===== config.mk =====
export PLATFORM = sky130hd
export DESIGN_NAME = accum_arbiter
export DESIGN_NICKNAME = d
export VERILOG_FILES = /design/src/rtl/accum_arbiter.sv
export SDC_FILE = /design/constraint.sdc
export NUM_CORES = 1
export LEC_CHECK = 0
export ABC_AREA = 0
export ABC_CLOCK_PERIOD_IN_PS = 4900
export CAP_MARGIN = 5
export CORE_ASPECT_RATIO = 0.8
export CORE_MARGIN = 10
export CORE_UTILIZATION = 41
export DETAILED_ROUTE_END_ITERATION = 16
export PLACE_DENSITY = 0.88
export SETUP_SLACK_MARGIN = 0.3
export SYNTH_ARGS = -nofsm -noshare
export SYNTH_HDL_FRONTEND = slang
export SYNTH_SLANG_ARGS = --single-unit

===== constraint.sdc =====
create_clock -name clk -period 4.9 [get_ports clk]
set_clock_uncertainty 0.1 [all_clocks]
set_input_delay 0.98 -clock clk [delete_from_list [all_inputs] [get_ports clk]]
set_output_delay 0.98 -clock clk [all_outputs]
set_load 0.03 [all_outputs]

===== src/rtl/accum_arbiter.sv =====
// Round-robin owner of one shared accumulator: clear, stream a burst of beats, drain, return the sum.
// Define ACCUM_ARB_TIMEOUT_EN to abort a stalled burst after TIMEOUT_CYC idle cycles and flag err.
module accum_arbiter #(
  parameter int NUM_REQ     = 4,
  parameter int DATA_W      = 32,
  parameter int LEN_W       = 8,
  parameter int TIMEOUT_CYC = 64
) (
  input  logic                      clk,
  input  logic                      reset,
  input  logic [NUM_REQ-1:0]        req,
  input  logic [NUM_REQ*LEN_W-1:0]  len,
  input  logic [NUM_REQ*DATA_W-1:0] wdata,
  input  logic [NUM_REQ-1:0]        wvalid,
  output logic [NUM_REQ-1:0]        wready,
  output logic [NUM_REQ-1:0]        gnt,
  output logic [NUM_REQ-1:0]        done,
  output logic [DATA_W-1:0]         result,
  output logic                      err,
  output logic [DATA_W-1:0]         acc_data,
  output logic                      acc_enable,
  output logic                      acc_clear,
  input  logic [DATA_W-1:0]         acc_accum
);

  localparam int IDX_W = (NUM_REQ > 1) ? $clog2(NUM_REQ) : 1;

  if (NUM_REQ < 2 || NUM_REQ > 8 || TIMEOUT_CYC < 1) begin : g_bad_cfg
    $error("accum_arbiter: unsupported parameter set");
  end

  typedef enum logic [2:0] {IDLE, CLEAR, STREAM, DRAIN, DONE} state_e;

  state_e              state_q, state_d;
  logic [NUM_REQ-1:0]  gnt_q, gnt_d;
  logic [IDX_W-1:0]    own_q, own_d;
  logic [IDX_W-1:0]    rr_q, rr_d;
  logic [LEN_W-1:0]    cnt_q, cnt_d;
  logic                drain_q, drain_d;
  logic [DATA_W-1:0]   acc_data_q, acc_data_d;
  logic                acc_enable_q, acc_enable_d;
  logic                acc_clear_q, acc_clear_d;
  logic [NUM_REQ-1:0]  done_q, done_d;
  logic [DATA_W-1:0]   result_q, result_d;
  logic                err_q, err_d;

  logic [IDX_W-1:0]    win_idx;
  logic                win_found;
  logic [IDX_W:0]      cand;
  logic                beat;
  logic                timeout;

  // First requester at or after rr_q, wrapping; cand has one spare bit for the wrap.
  // NOTE: every variable written in always_comb gets a default first, so no latch is inferred.
  always_comb begin
    win_idx   = '0;
    win_found = 1'b0;
    cand      = '0;
    for (int i = 0; i < NUM_REQ; i++) begin
      cand = {1'b0, rr_q} + (IDX_W+1)'(i);
      if (cand >= (IDX_W+1)'(NUM_REQ)) cand = cand - (IDX_W+1)'(NUM_REQ);
      if (!win_found && req[cand[IDX_W-1:0]]) begin
        win_found = 1'b1;
        win_idx   = cand[IDX_W-1:0];
      end
    end
  end

  assign wready = (state_q == STREAM) ? gnt_q : '0;
  assign beat   = |(wvalid & wready);

`ifdef ACCUM_ARB_TIMEOUT_EN
  localparam int TO_W = $clog2(TIMEOUT_CYC + 1);

  logic [TO_W-1:0] idle_q, idle_d;
  logic            abort_q, abort_d;

  assign timeout = (state_q == STREAM) && !beat && (idle_q == TO_W'(TIMEOUT_CYC - 1));

  always_comb begin
    idle_d  = idle_q;
    abort_d = abort_q;
    if (state_q == CLEAR) begin
      idle_d  = '0;
      abort_d = 1'b0;
    end else if (state_q == STREAM) begin
      if (beat)          idle_d = '0;
      else if (!timeout) idle_d = idle_q + 1'b1;
      if (timeout)       abort_d = 1'b1;
    end
  end

  always_ff @(posedge clk or posedge reset) begin
    if (reset) begin
      idle_q  <= '0;
      abort_q <= 1'b0;
    end else begin
      idle_q  <= idle_d;
      abort_q <= abort_d;
    end
  end

  assign err_d = (state_q == DONE) && abort_q;
`else
  assign timeout = 1'b0;
  assign err_d   = 1'b0;
`endif

  // NOTE: sequential state uses non-blocking assignments only; all next values come from the _d logic.
  always_ff @(posedge clk or posedge reset) begin
    if (reset) state_q <= IDLE;
    else       state_q <= state_d;
  end

  always_comb begin
    state_d = state_q;
    case (state_q)
      IDLE:    if (win_found) state_d = CLEAR;
      CLEAR:   state_d = (cnt_q == '0) ? DRAIN : STREAM;
      STREAM:  if ((beat && cnt_q == LEN_W'(1)) || timeout) state_d = DRAIN;
      DRAIN:   if (drain_q) state_d = DONE;
      DONE:    state_d = IDLE;
      default: state_d = IDLE;
    endcase
  end

  // Next values of the registered outputs; acc_clear and acc_enable come from disjoint states.
  always_comb begin
    gnt_d        = gnt_q;
    own_d        = own_q;
    rr_d         = rr_q;
    cnt_d        = cnt_q;
    drain_d      = 1'b0;
    acc_data_d   = acc_data_q;
    acc_enable_d = 1'b0;
    acc_clear_d  = 1'b0;
    done_d       = '0;
    result_d     = result_q;
    case (state_q)
      IDLE: begin
        if (win_found) begin
          gnt_d       = NUM_REQ'(1) << win_idx;
          own_d       = win_idx;
          cnt_d       = len[int'(win_idx)*LEN_W +: LEN_W];
          acc_clear_d = 1'b1;
        end
      end
      STREAM: begin
        if (beat) begin
          acc_data_d   = wdata[int'(own_q)*DATA_W +: DATA_W];
          acc_enable_d = 1'b1;
          cnt_d        = cnt_q - 1'b1;
        end
      end
      DRAIN: drain_d = ~drain_q;
      DONE: begin
        result_d = acc_accum;
        done_d   = gnt_q;
        gnt_d    = '0;
        rr_d     = (own_q == IDX_W'(NUM_REQ - 1)) ? '0 : own_q + 1'b1;
      end
      default: ;
    endcase
  end

  always_ff @(posedge clk or posedge reset) begin
    if (reset) begin
      gnt_q        <= '0;
      own_q        <= '0;
      rr_q         <= '0;
      cnt_q        <= '0;
      drain_q      <= 1'b0;
      acc_data_q   <= '0;
      acc_enable_q <= 1'b0;
      acc_clear_q  <= 1'b0;
      done_q       <= '0;
      result_q     <= '0;
      err_q        <= 1'b0;
    end else begin
      gnt_q        <= gnt_d;
      own_q        <= own_d;
      rr_q         <= rr_d;
      cnt_q        <= cnt_d;
      drain_q      <= drain_d;
      acc_data_q   <= acc_data_d;
      acc_enable_q <= acc_enable_d;
      acc_clear_q  <= acc_clear_d;
      done_q       <= done_d;
      result_q     <= result_d;
      err_q        <= err_d;
    end
  end

  assign gnt        = gnt_q;
  assign done       = done_q;
  assign result     = result_q;
  assign err        = err_q;
  assign acc_data   = acc_data_q;
  assign acc_enable = acc_enable_q;
  assign acc_clear  = acc_clear_q;

endmodule


==> Word level (Yosys, flattened, before mapping) <==
Index checks and enable logic that the tools add are counted.
{ "classes": {"n_lt_le_gt_ge": 8, "shift": 3, "addsub": 9, "mux": 38, "eq_ne": 10, "bitwise": 2, "n_reduce_logical": 17} }
{ "op_table": {"columns": ["cell", "count"], "rows": [
  ["128-bit by 8-bit indexed part select with 32-bit output", 1],
  ["32-bit by 6-bit indexed part select with 8-bit output", 1],
  ["2-bit 2-to-1 mux", 9],
  ["8-bit 2-to-1 mux", 2],
  ["8-bit case mux with 2 select lines", 1],
  ["1-bit 2-to-1 mux", 14],
  ["2-bit by 3-bit < comparator with 1-bit output, second input constant", 4],
  ["4-bit 2-to-1 mux", 3],
  ["3-bit case mux with 4 select lines", 1],
  ["3-bit >= comparator, second input constant", 3],
  ["3-bit 2-to-1 mux", 3],
  ["1-bit binary-select mux with 2-bit select", 4],
  ["8-bit by 1-bit equality test with 1-bit output, second input constant", 1],
  ["8-bit zero test", 1],
  ["4-bit case mux with 2 select lines", 1],
  ["2-bit by 1-bit subtractor with 2-bit output, second input constant", 4],
  ["8-bit by 1-bit subtractor with 8-bit output, second input constant", 1],
  ["2-bit by 2-bit adder with 3-bit output, second input constant", 2],
  ["3-bit by 2-bit equality test with 1-bit output, second input constant", 2],
  ["2-bit != test, second input constant", 3],
  ["2-bit AND reduction", 3],
  ["3-bit AND reduction", 2],
  ["4-bit bitwise AND", 1],
  ["1-bit logical AND", 4],
  ["other kinds (13)", 16]
]} }
{ "word_totals": {"wordCells": 98, "out_inout_bits": 79, "ff_bits": 90, "in_bits": 202} }

==> Longest topological paths before layout <==
{ "depth": {"ltp_word": 17, "ltp_mapped": 7, "depth_no_buf": 7} }

==> Worst setup path after synthesis <==
OpenSTA, ideal clock, no wires.
{ "synth_path": {"path_kind": "in2reg", "from": "input req[1]", "to": "register cnt_q[3]", "setup_ps": 94, "required_ps": 4706, "setup_slack_ps": 2473, "n_path_buf": 1, "cell_stages": 7, "arrival_time_ps": 2233, "path_cell_list": "nor4_1 or4_1 clkbuf_1 inv_2 nor3_1 or3_1 a211oi_1"} }
{ "synth_via": {"elab_chain_len": 15, "word_cells_on_any_way": 27, "classes_between": "eq/ne: 1; shift: 1; mux: 18; reduce/logical: 7"} }
{ "synth_rtl": {"columns": ["item", "line", "rtl"], "rows": [
  ["start: declaration", "11", "input logic [NUM_REQ-1:0] req,"],
  ["1-bit binary-select mux with 2-bit select", "62", "if (!win_found && req[cand[IDX_W-1:0]]) begin"],
  ["1-bit 2-to-1 mux (not written as such)", "62", null],
  ["1-bit 2-to-1 mux", "62", null],
  ["1-bit zero test", "62", null],
  ["1-bit logical AND", "62", null],
  ["1-bit 2-to-1 mux", "62", null],
  ["1-bit zero test", "62", null],
  ["1-bit logical AND", "62", null],
  ["1-bit 2-to-1 mux", "62", null],
  ["1-bit zero test", "62", null],
  ["1-bit logical AND", "62", null],
  ["2-bit 2-to-1 mux", "62", null],
  ["32-bit by 6-bit indexed part select with 8-bit output", "144", "cnt_d = len[int'(win_idx)*LEN_W +: LEN_W];"],
  ["8-bit 2-to-1 mux", "141", "if (win_found) begin"],
  ["8-bit case mux with 2 select lines", "139", "case (state_q)"],
  ["end signal: assignment", "183", "cnt_q <= cnt_d;"],
  ["end: declaration", "38", "logic [LEN_W-1:0] cnt_q, cnt_d;"]
]} }
Several ways; a longest one is shown, not always the timed one. The select of a mux whose other input is x is not followed.
A chain may end at the register's enable or synchronous reset.

==> Worst setup path in the final report <==
{ "layout_path": {"from": "register state_q[2]", "to": "output wready[2]"} }
{ "layout_via": {"elab_chain_len": 2} }
{ "layout_rtl": {"columns": ["item", "line", "rtl"], "rows": [
  ["start: declaration", "34", "state_e state_q, state_d;"],
  ["start signal: assignment", "112", "else state_q <= state_d;"],
  ["3-bit by 2-bit equality test with 1-bit output", "69", "assign wready = (state_q == STREAM) ? gnt_q : '0;"],
  ["4-bit 2-to-1 mux", "69", null],
  ["end: declaration", "15", "output logic [NUM_REQ-1:0] wready,"]
]} }
Every way passes these cells.

==> flow_metrics.env <==
export IMPL_synth_simple_gate_area_frac=0.147
export IMPL_dp_hpwl_mm=15.3
export IMPL_fin_util=0.716
export IMPL_setup_ws_ns=1.44
export IMPL_num_vias=4524
export IMPL_hold_class="register to register"
export IMPL_p_per_area_mw_per_mm2=597
export IMPL_design_core_area_mm2=0.0110
export IMPL_antenna_cells=0
export IMPL_relSlewSlack=0.151
export IMPL_cts_setup_buffers=0
export IMPL_drive_above_1_share=0.131
export IMPL_pin_count=281
export IMPL_syn_area_mm2=0.00469
export IMPL_nets=886
export IMPL_worstMarginPinSlew_ns=1.27
export IMPL_grt_overflow_total=0
export IMPL_place_area_mm2=0.00759
export IMPL_yosysWarningCount=0
export IMPL_critPathTopFamily="simple AND/OR/NAND/NOR gates"
export IMPL_drt_initial_drc_count=467
export IMPL_cts_root_buf="clkbuf_16"
export IMPL_grt_pass1_wl_mm=28.6
export IMPL_synth_edf_count=0
export IMPL_total_power_mw=4.71
export IMPL_gp_congestion=0.954
export IMPL_crit_chain="nor3b_1 -> and2_1 -> clkdlybuf4s50_1"
export IMPL_wl_mm=18.9
export IMPL_grtUsageTotal=0.225
export IMPL_finalHoldViolCount=0
export IMPL_p_leak_nw=3.25
export IMPL_ys_ff_latch=90
export IMPL_setup_viol_count_final=0
export IMPL_max_freq_mhz=289
export IMPL_synth_main_ff_cell="dfrtp_1"
export IMPL_cts_tree="built"
export IMPL_cts_hold_buf=0
export IMPL_antenna_found_initial=0
export IMPL_start_util=0.426
export IMPL_stdcell_area_mm2=0.00789
export IMPL_maxCapViolations=0
export IMPL_place_inst=813
export IMPL_layout_min_cycle_time_ns=3.46
export IMPL_cts_sinks=90
export IMPL_portBuffers=279
export IMPL_grt_start_max_net_pins=56
export IMPL_multi_input_area_mm2=0.00231
export IMPL_dp_slack_ns=1.47
export IMPL_vias_per_cell=5.46
export IMPL_die_h_um=116
export IMPL_clkLatencyLatePin_ns=0.33
export IMPL_drv_slew=0
export IMPL_postRouteAntennaNets=0
export IMPL_syn_nets=618
export IMPL_start_kind="register"
export IMPL_fin_tns_setup_ns=0
export IMPL_ir_drop_mv=0.306
export IMPL_num_rows=34
export IMPL_synth_xor_area_frac=0.00187
export IMPL_crit_path_max_incr_delay_ns=0.67
export IMPL_grt_pass1_vias=4929
export IMPL_holdWs_ns=0.372
export IMPL_cts_htree_levels=3
export IMPL_fin_cells=829
export IMPL_crit_required_ns=3.82
export IMPL_ys_seq_area_frac=0.480
export IMPL_status="finished clean"
export IMPL_muxShareOfSynthArea=0.256
export IMPL_ys_async_sr_fraction=1.00
export IMPL_arrival_ns=2.38
export IMPL_n_fill_cell=751
export IMPL_drc_errors=0
export IMPL_cp_max_fo=13
export IMPL_avgSynthCellArea_um2=11.4
export IMPL_cts_buffers=9
export IMPL_cp_num_buf_inv=1
export IMPL_syn_to_final_growth_pct=68.1
export IMPL_slowest_stage="clkdlybuf4s50_1"
export IMPL_rsz0062_at_grt="no"
export IMPL_dr_pass1_iters=8
export IMPL_fp_dieW_um=140
export IMPL_path_clk_slew_ns=0.07
export IMPL_cp_end_kind="primary output"
export IMPL_die_area_mm2=0.0162
export IMPL_wl_per_cell_um=22.8
export IMPL_syn_inst=412
export IMPL_synth_top_family_by_area="multiplexers"
export IMPL_synth_distinct_cells=44
export IMPL_worstSetupPathType="register to primary output"
export IMPL_seqCellArea_mm2=0.00225
export IMPL_synth_fa_ha_area_frac=0.0107
export IMPL_cts_buffer_depth=2
export IMPL_period_share=0.706
export IMPL_synth_compound_area_frac=0.0760
export IMPL_ctsResizeCount=0
==> layer usage <==
| layer | vias up | track usage | routed length (um) | share of wire |
|---|---|---|---|---|
| met3 | 33 | 0.0977 | 1940 | 0.10 |
| met4 | 0 | 0.0467 | 330 | 0.017 |
| met2 | 263 | 0.415 | 10000 | 0.53 |
| li1 | 2024 | - | - | - |
| met5 | - | 0 | 0 | 0 |
| met1 | 2204 | 0.237 | 6610 | 0.35 |
==> cells in the mapped netlist (5+ instances only) <==
library cell / n / area (um2)
nand2_1: 108 / 405
dfrtp_1: 90 / 2250
mux2_2: 34 / 383
mux4_2: 32 / 721
clkbuf_1: 15 / 56.3
o21ai_0: 13 / 65.1
mux2i_1: 10 / 100
nor3_1: 9 / 45.0
nand3_1: 8 / 40.0
and3_1: 7 / 43.8
buf_2: 7 / 35.0
nor2_1: 7 / 26.3
a21oi_1: 6 / 30.0
and2_1: 5 / 31.3
==> registers in the layout, indices dropped and copies added (netlist names) <==
| signal | count |
|---|---|
| acc_data | 32 |
| done | 4 |
| rr_q | 2 |
| acc_clear | 1 |
| state_q | 3 |
| own_q | 2 |
| cnt_q | 8 |
| gnt | 4 |
| result | 32 |
| drain_q | 1 |
| acc_enable | 1 |
==> cells by family (layout without fill, tap and decap cells) <==
| family | count (synthesis) | count (layout) |
|---|---|---|
| buffers and inverters | 31 | 304 |
| flip-flops | 90 | 90 |
| XOR/XNOR | 1 | 1 |
| AO/OA/AOI/OAI | 51 | 51 |
| adder cells (fa/ha/maj) | 4 | 4 |
| AND/OR/NAND/NOR | 158 | 158 |
| multiplexers | 76 | 76 |
| other | 1 | 1 |
==> path summary, 6_finish.rpt <==
kind                            cells after the start  startpoint  slack (ns)    endpoint
min in group asynchronous                           2       reset        0.92  result[11]
worst min register to register                      1     drain_q        0.37     drain_q
max in group asynchronous                           3       reset        2.61    own_q[0]
worst max-delay path                                3  state_q[2]        1.44   wready[2]
worst max register to register                      6  state_q[2]        2.30    cnt_q[3]
worst min-delay path                                1     drain_q        0.37     drain_q
==> placed cells by master (no fill, tap or decap), types with 6 or more instances in the layout <==
cell type,n
nor3_1,9
dfrtp_1,89
mux2_2,34
clkbuf_16,9
mux4_2,32
mux2i_1,10
a21oi_1,6
and3_1,7
clkdlybuf4s50_1,279
nand3_1,8
o21ai_0,13
nand2_1,108
nor2_1,7
==> where the power goes <==
part	internal, mW	switching (mW)
Combinational	1.23	1.42
Clock	0.402	0.302
Sequential	1.10	0.269
==> area by class of cell <==
class                           count  area share
Inverter                            5     0.00254
Tap cell                          144      0.0228
Multi-Input combinational cell    291       0.293
Timing Repair Buffer              283       0.358
Clock buffer                       10      0.0290
Sequential cell                    90       0.286
Clock inverter                      6     0.00935
(Power assumes the default switching activity.)
